--- src/rtl/mem_access_stage.sv ---
// MEM pipeline stage: forwards ALU results and runs single-outstanding data-memory
// loads/stores with a bounded wait, retiring one result per op to write-back.
module mem_access_stage #(
  parameter int unsigned TIMEOUT = 16
) (
  input  logic        clock_signal,
  input  logic        reset_signal_n,
  input  logic        execute_valid,
  input  logic [31:0] execute_alu_out,
  input  logic [31:0] execute_register_b_data,
  input  logic [4:0]  execute_dest_register_address,
  input  logic        execute_mem_read_ctrl,
  input  logic        execute_mem_write_ctrl,
  input  logic        execute_register_write_ctrl,
  output logic        dmem_req,
  output logic        dmem_we,
  output logic [31:0] dmem_addr,
  output logic [31:0] dmem_wdata,
  input  logic        dmem_ack,
  input  logic [31:0] dmem_rdata,
  output logic        back_valid,
  output logic [31:0] back_data,
  output logic [4:0]  back_dest_address,
  output logic        back_register_write_ctrl,
  output logic        memory_stall_ctrl,
  output logic        mem_fault
);

  localparam int unsigned DATA_W = 32;
  localparam int unsigned REG_W  = 5;
  localparam int unsigned CNT_W  = 5;

  typedef enum logic {
    ST_IDLE = 1'b0,
    ST_WAIT = 1'b1
  } state_e;

  state_e              state_q;
  logic                req_q;
  logic                we_q;
  logic [DATA_W-1:0]   addr_q;
  logic [DATA_W-1:0]   wdata_q;
  logic [REG_W-1:0]    dest_q;
  logic                wctrl_q;
  logic [CNT_W-1:0]    cnt_q;
  logic [CNT_W-1:0]    cnt_d;
  logic                back_valid_q;
  logic [DATA_W-1:0]   back_data_q;
  logic [REG_W-1:0]    back_dest_q;
  logic                back_wctrl_q;
  logic                fault_q;

  logic                mem_op;
  logic                timeout_hit;

  // Request classification and wait-counter arithmetic.
  always_comb begin
    mem_op      = execute_valid & (execute_mem_read_ctrl | execute_mem_write_ctrl);
    cnt_d       = cnt_q + CNT_W'(1);
    timeout_hit = (cnt_q == CNT_W'(TIMEOUT - 1));
  end

  // Stall is held low while in reset so every output reads zero then.
  always_comb begin
    memory_stall_ctrl = reset_signal_n &
                        ((state_q == ST_WAIT) | ((state_q == ST_IDLE) & mem_op));
  end

  always_ff @(posedge clock_signal or negedge reset_signal_n) begin
    if (!reset_signal_n) begin
      state_q      <= ST_IDLE;
      req_q        <= 1'b0;
      we_q         <= 1'b0;
      addr_q       <= '0;
      wdata_q      <= '0;
      dest_q       <= '0;
      wctrl_q      <= 1'b0;
      cnt_q        <= '0;
      back_valid_q <= 1'b0;
      back_data_q  <= '0;
      back_dest_q  <= '0;
      back_wctrl_q <= 1'b0;
      fault_q      <= 1'b0;
    end else begin
      back_valid_q <= 1'b0;
      back_wctrl_q <= 1'b0;
      fault_q      <= 1'b0;
      unique case (state_q)
        ST_IDLE: begin
          if (mem_op) begin
            addr_q  <= execute_alu_out;
            wdata_q <= execute_register_b_data;
            we_q    <= execute_mem_write_ctrl;
            dest_q  <= execute_dest_register_address;
            wctrl_q <= execute_register_write_ctrl;
            req_q   <= 1'b1;
            cnt_q   <= '0;
            state_q <= ST_WAIT;
          end else if (execute_valid) begin
            back_valid_q <= 1'b1;
            back_data_q  <= execute_alu_out;
            back_dest_q  <= execute_dest_register_address;
            back_wctrl_q <= execute_register_write_ctrl;
          end
        end
        ST_WAIT: begin
          // Ack takes priority over the timeout on the same edge.
          if (dmem_ack) begin
            req_q        <= 1'b0;
            we_q         <= 1'b0;
            back_valid_q <= 1'b1;
            back_dest_q  <= dest_q;
            if (we_q) begin
              back_data_q  <= addr_q;
              back_wctrl_q <= 1'b0;
            end else begin
              back_data_q  <= dmem_rdata;
              back_wctrl_q <= wctrl_q;
            end
            state_q <= ST_IDLE;
          end else if (timeout_hit) begin
            req_q        <= 1'b0;
            we_q         <= 1'b0;
            fault_q      <= 1'b1;
            back_valid_q <= 1'b1;
            back_dest_q  <= dest_q;
            state_q      <= ST_IDLE;
          end else begin
            cnt_q <= cnt_d;
          end
        end
        default: state_q <= ST_IDLE;
      endcase
    end
  end

  assign dmem_req                 = req_q;
  assign dmem_we                  = we_q;
  assign dmem_addr                = addr_q;
  assign dmem_wdata               = wdata_q;
  assign back_valid               = back_valid_q;
  assign back_data                = back_data_q;
  assign back_dest_address        = back_dest_q;
  assign back_register_write_ctrl = back_wctrl_q;
  assign mem_fault                = fault_q;

endmodule

--- config.mk ---
export PLATFORM = sky130hd
export DESIGN_NAME = mem_access_stage
export DESIGN_NICKNAME = d
export VERILOG_FILES = /design/src/rtl/mem_access_stage.sv
export SDC_FILE = /design/constraint.sdc
export NUM_CORES = 1
export LEC_CHECK = 0
export CAP_MARGIN = 10
export CORE_MARGIN = 2
export CORE_UTILIZATION = 35
export CTS_CLUSTER_SIZE = 20
export DETAILED_ROUTE_END_ITERATION = 10
export PLACE_DENSITY = 0.71
export SLEW_MARGIN = 20
export SYNTH_ARGS = -nofsm -noshare
export SYNTH_HDL_FRONTEND = slang
export SYNTH_SLANG_ARGS = --single-unit
--- constraint.sdc ---
create_clock -name clock_signal -period 2 [get_ports clock_signal]
set_clock_uncertainty 0.15 [all_clocks]
set_input_delay 0.4 -clock clock_signal [delete_from_list [all_inputs] [get_ports clock_signal]]
set_output_delay 0.4 -clock clock_signal [all_outputs]
set_load 0.02 [all_outputs]
==> impl_metrics.json, run 1 <==
{
  "status": "finished with violations",
  "violations": "negative hold slack",
  "clk_path_buf_depth": 2,
  "max-cap-violations": 0,
  "clk_latency_ps": 400,
  "pin_count": 215,
  "finalHoldViolations": 1,
  "cp_slowest_cell": "clkdlybuf4s50_1",
  "r2r_setup_slack_ps": 70,
  "antenna_cells": 0,
  "clockRootBuffer": "clkbuf_16",
  "cts_tree": "built",
  "htreeDepth": 4,
  "fp.coreArea_mm2": 0.0139,
  "worst_pin_slew_ps": 628,
  "start_util_pct": 35.8,
  "synth-edff-count": 0,
  "wl_um": 14100,
  "setup-violations-final": 0,
  "nFillCells": 1120,
  "tns_ps": 0,
  "p_per_area_mw_per_mm2": 1210,
  "cpLargestDelayFamily": "buffers and inverters",
  "synth_cell_types": 32,
  "drt_iter0_markers": 255,
  "slew_violations": 0,
  "io_buffer_count": 214,
  "grt_pass1_vias": 4066,
  "drtPass1Iterations": 4,
  "rows": 43,
  "cts.sinks": 118,
  "place_ws_ps": -404,
  "start_kind": "flop",
  "grt_overflow": 0,
  "drc": 0,
  "dp_hpwl_um": 9500,
  "cts_hold_buffers": 0,
  "gp_congestion": 0.812,
  "max_freq_mhz": 510,
  "crit_path_end": "dmem_addr[21]",
  "die_h_um": 123,
  "final_util_pct": 58.8,
  "synth_top_cell_by_area": "dfrtp_1",
  "synth_area_leaders": "dfrtp_1 (59%), mux2_2 (18%), mux2i_1 (6.6%)",
  "timing.final.ws_setup_ps": 39.8,
  "ys_seq_area_share_pct": 59.1,
  "fin_crit_sh_pct": 98.0,
  "synth_fp_nets": 466,
  "rr_endpoint": "back_dest_address[3]",
  "worstPathCellList": "clkdlybuf4s50_1",
  "area_delta_synth_final_pct": 64.1,
  "worst_ep_required_time_ps": 1450,
  "final_nets": 705,
  "slew_headroom_pct": 58.1,
  "drive_gt1_share_pct": 24.8,
  "antenna_found_initial": 0,
  "critical_path_depth": 1,
  "wl_per_cell_um": 17.9,
  "r2r-start": "cnt_q[1]",
  "worstSetupStartpoint": "dmem_addr[21]",
  "hold_slack_ps": -2.20,
  "numCtsBuffers": 17,
  "grt_first_pass_wirelength_um": 21100,
  "synth_area_per_cell_um2": 14.0,
  "viasPerCell": 5.05,
  "grt_usage_pct": 18.2,
  "yosys_most_used_dff": "dfrtp_1",
  "ff2ff_path_depth": 7,
  "critical_path_arrival_ps": 1410,
  "slowest_delay_ps": 630,
  "via_count": 3979,
  "synth_common_cells": "dfrtp_1 (118), mux2_2 (80), mux2i_1 (33), nor2_1 (33), a221o_1 (32)",
  "end_kind": "output pin",
  "die_x_um": 123,
  "async_flop_share_pct": 100,
  "power_leakage_nw": 3.51,
  "synthesis.area_mm2": 0.00499,
  "worstPathMaxFanout": 3,
  "synthCells": 356,
  "crit_type": "reg -> out",
  "peakVddDrop_v": 0.000662,
  "hp-class": "in -> async",
  "crit_buf_inv": 1,
  "ys_ff_latch": 118,
  "antenna_left": 0,
  "dieArea_mm2": 0.0152,
  "synth_top_area_share_pct": 59.1,
  "synth_warnings": 0,
  "synth.most_common_cell": "dfrtp_1",
  "path_clk_slew_ps": 50,
  "fin_crit_ps": 1960,
  "grt_max_degree": 119
}
==> where the power goes <==
group	switching, mW	internal (mW)
Clock	1.02	2.01
Combinational	1.58	1.89
Sequential	0.418	3.03
Total	3.02	6.93
==> through the flow <==
step	hold slack [ps]	instance area [um2]	total power, mW	instances
2_1_floorplan	-45.6	5000	5.10	356
3_3_place_gp	334	7490	6.85	750
3_5_place_dp	345	7490	6.94	750
4_1_cts	32.1	8090	10.0	782
5_1_grt	47.7	8190	10.4	788
6_report	-2.20	8190	9.94	788
==> cells in the final DEF, fill, tap and decap left out, types with 2 or more instances in the layout <==
cell type	instances
buf_4	23
bufinv_16	3
clkbuf_1	4
nor2_1	33
clkinvlp_4	2
nand2b_1	2
clkinv_2	4
o21ai_1	2
o21ai_2	2
buf_12	4
mux2_2	80
a21oi_4	2
mux2i_1	33
clkdlybuf4s50_1	199
clkbuf_16	17
o21ai_0	4
inv_1	3
dfrtp_1	117
dlymetal6s2s_1	12
nand2_1	5
clkbuf_8	2
a221o_1	32
==> worst min path at each step <==
stage	to	slack, ps	cells after the start
6_report	back_dest_address[4]	-2	2
5_1_grt	dmem_wdata[31]	50	2
4_1_cts	back_data[25]	30	2
3_5_place_dp	back_dest_address[1]	340	1
3_3_place_gp	dest_q[0]	330	1
2_1_floorplan	back_data[0]	-50	0
==> sequential cells by signal, indices dropped and copies added, names as in the netlist <==
signal                    cells
wctrl_q                       1
back_dest_address             5
mem_fault                     1
cnt_q                         5
back_register_write_ctrl      1
dmem_addr                    32
back_data                    32
dmem_req                      1
dmem_wdata                   32
dest_q                        5
state_q                       1
dmem_we                       1
back_valid                    1
==> what timing repair did <==
item	in CTS	in global routing
buffers inserted	0	5
gates resized for setup	11	18
endpoints found under the setup margin	13	51
pin swaps	0	4
gates cloned	0	1
==> routing by layer <==
layer	vias up	global-route usage, %	share of wire (%)
met5	-	0	0
met4	0	5.89	1.1
met3	14	6.73	9.0
met2	191	30.5	49
met1	1969	21.7	41
li1	1805	-	-
==> cell type report <==
| type | count | area [um2] | share of cell area, % |
|---|---|---|---|
| clock buffers | 23 | 468 | 5.71 |
| clock inverters | 9 | 125 | 1.53 |
| inverters | 3 | 11.3 | 0.137 |
| multi-input cells | 214 | 1990 | 24.3 |
| flip-flops and latches | 118 | 2950 | 36.1 |
| well taps | 180 | 225 | 2.75 |
| repair buffers | 241 | 2420 | 29.5 |
==> cell families after synthesis <==
logic type / after synthesis / synth area share (%)
buf+inv: 25 / 2.33
compound gates: 47 / 8.32
simple gates: 50 / 4.89
fa+ha+maj: 2 / 0.501
mux: 113 / 24.7
xor+xnor: 1 / 0.175
flops: 118 / 59.1
(Power assumes the default switching activity.)
==> run 2, diff against run 1 <==
--- a/config.mk
+++ b/config.mk
@@ -10,7 +10,7 @@
 export CORE_UTILIZATION = 35
 export CTS_CLUSTER_SIZE = 20
 export DETAILED_ROUTE_END_ITERATION = 10
-export PLACE_DENSITY = 0.71
+export PLACE_DENSITY = 0.72
 export SLEW_MARGIN = 20
 export SYNTH_ARGS = -nofsm -noshare
 export SYNTH_HDL_FRONTEND = slang
==> constraint.sdc (replaced) <==
create_clock -name clock_signal -period 2 [get_ports clock_signal]
set_clock_uncertainty 0.15 [all_clocks]
set_input_delay 0.4 -clock clock_signal [delete_from_list [all_inputs] [get_ports clock_signal]]
set_output_delay 0.4 -clock clock_signal [all_outputs]
set_load 0.01 [all_outputs]
==> impl_metrics.json, run 2 (synthesis results as in run 1) <==
{
  "tns_ps": 0,
  "timing.final.ws_setup_ps": 53.0,
  "slew_headroom_pct": 57.4,
  "path_clk_slew_ps": 50,
  "end_kind": "output pin",
  "max-cap-violations": 0,
  "power_mw": 9.50,
  "gp_congestion": 0.791,
  "antenna_cells": 0,
  "place_ws_ps": -366,
  "numCtsBuffers": 17,
  "p_per_area_mw_per_mm2": 1160,
  "finalHoldViolations": 0,
  "worstPathMaxFanout": 2,
  "dp_hpwl_um": 9390,
  "status": "finished clean",
  "clk_path_buf_depth": 2,
  "grt_usage_pct": 18.5,
  "hold_slack_ps": 344,
  "clk_latency_ps": 400,
  "placed_area_mm2": 0.00751,
  "peakVddDrop_v": 0.000591,
  "via_count": 3943,
  "grt_first_pass_wirelength_um": 21600,
  "grt_pass1_vias": 4302,
  "fin_crit_ps": 1950,
  "drt_iter0_markers": 186,
  "wl_um": 13900,
  "drtPass1Iterations": 4,
  "start_util_pct": 35.8,
  "pin_count": 215,
  "rsz0062_at_grt": "false",
  "nFillCells": 1125,
  "grt_overflow": 0,
  "fin_crit_sh_pct": 97.4,
  "final_util_pct": 58.8,
  "die_h_um": 123,
  "slew_violations": 0,
  "most-common-layout-cells": "clkdlybuf4s50_1 (211), dfrtp_1 (117), mux2_2 (80)",
  "grt_max_degree": 119,
  "worst_pin_slew_ps": 638,
  "cts.sinks": 118,
  "area_delta_synth_final_pct": 64.0,
  "final_area_mm2": 0.00819,
  "power_leakage_nw": 3.40,
  "clockRootBuffer": "clkbuf_16",
  "worst_ep_required_time_ps": 1450,
  "dieArea_mm2": 0.0152,
  "die_x_um": 123,
  "cts_tree": "built",
  "drive_gt1_share_pct": 24.8,
  "htreeDepth": 4,
  "multiInputGateArea_mm2": 0.00200,
  "drc": 0,
  "max_freq_mhz": 514,
  "final_cells": 786,
  "antenna_found_initial": 0,
  "dp.cells": 750,
  "critical_path_arrival_ps": 1400,
  "wl_per_cell_um": 17.7,
  "fp.coreArea_mm2": 0.0139,
  "final_common_cell": "clkdlybuf4s50_1",
  "final_nets": 703,
  "antenna_left": 0,
  "setup-violations-final": 0,
  "viasPerCell": 5.02,
  "hp-class": "in -> reg",
  "seqCellArea_mm2": 0.00295,
  "crit_type": "in -> out",
  "start_kind": "primary input",
  "io_buffer_count": 214,
  "rows": 43
}
run 2: routing by layer:
metal	up-vias	GRT usage, %	part of all wire, %
met5	-	0	0
met4	0	7.17	1.5
met3	16	6.92	9.3
met2	172	30.8	50
met1	1959	21.6	39
li1	1796	-	-
run 2: critical path, stage by stage:
cell	delay (ps)
clkdlybuf4s50_1	430
or2_4	250
a21oi_2	130
nor2b_1	50
buf_2	130
run 2: path summary, 6_finish.rpt:
path	startpoint	end	slack (ps)	depth (start not counted)
min in group asynchronous	reset_signal_n	dmem_addr[6]	550	3
setup reg to reg	cnt_q[0]	back_dest_address[3]	90	7
hold reg to reg	dest_q[4]	dest_q[4]	350	1
setup / recovery	execute_mem_read_ctrl	memory_stall_ctrl	50	5
max in group asynchronous	reset_signal_n	dmem_addr[24]	710	3
hold / removal	execute_mem_write_ctrl	dmem_we	340	4
run 2: area by class of cell:
type | instances | share of cell area (%)
Clock inverter | 9 | 1.53
Inverter | 3 | 0.138
Sequential cell | 118 | 36.1
Multi-Input combinational cell | 214 | 24.4
Tap cell | 180 | 2.75
Timing Repair Buffer | 239 | 29.4
Clock buffer | 23 | 5.71
run 2: power breakdown:
part | switching, mW | internal, mW
combinational | 1.12 | 1.90
sequential | 0.421 | 3.03
clock | 1.02 | 2.01
run 2: what timing repair did:
action / in CTS / in global routing
pin swaps: 0 / 4
hold endpoints to repair: 15 / 0
resized for setup: 12 / 7
buffers inserted: 0 / 2
setup endpoints to repair: 11 / 38
hold buffers: 1 / 0
cloned: 0 / 1
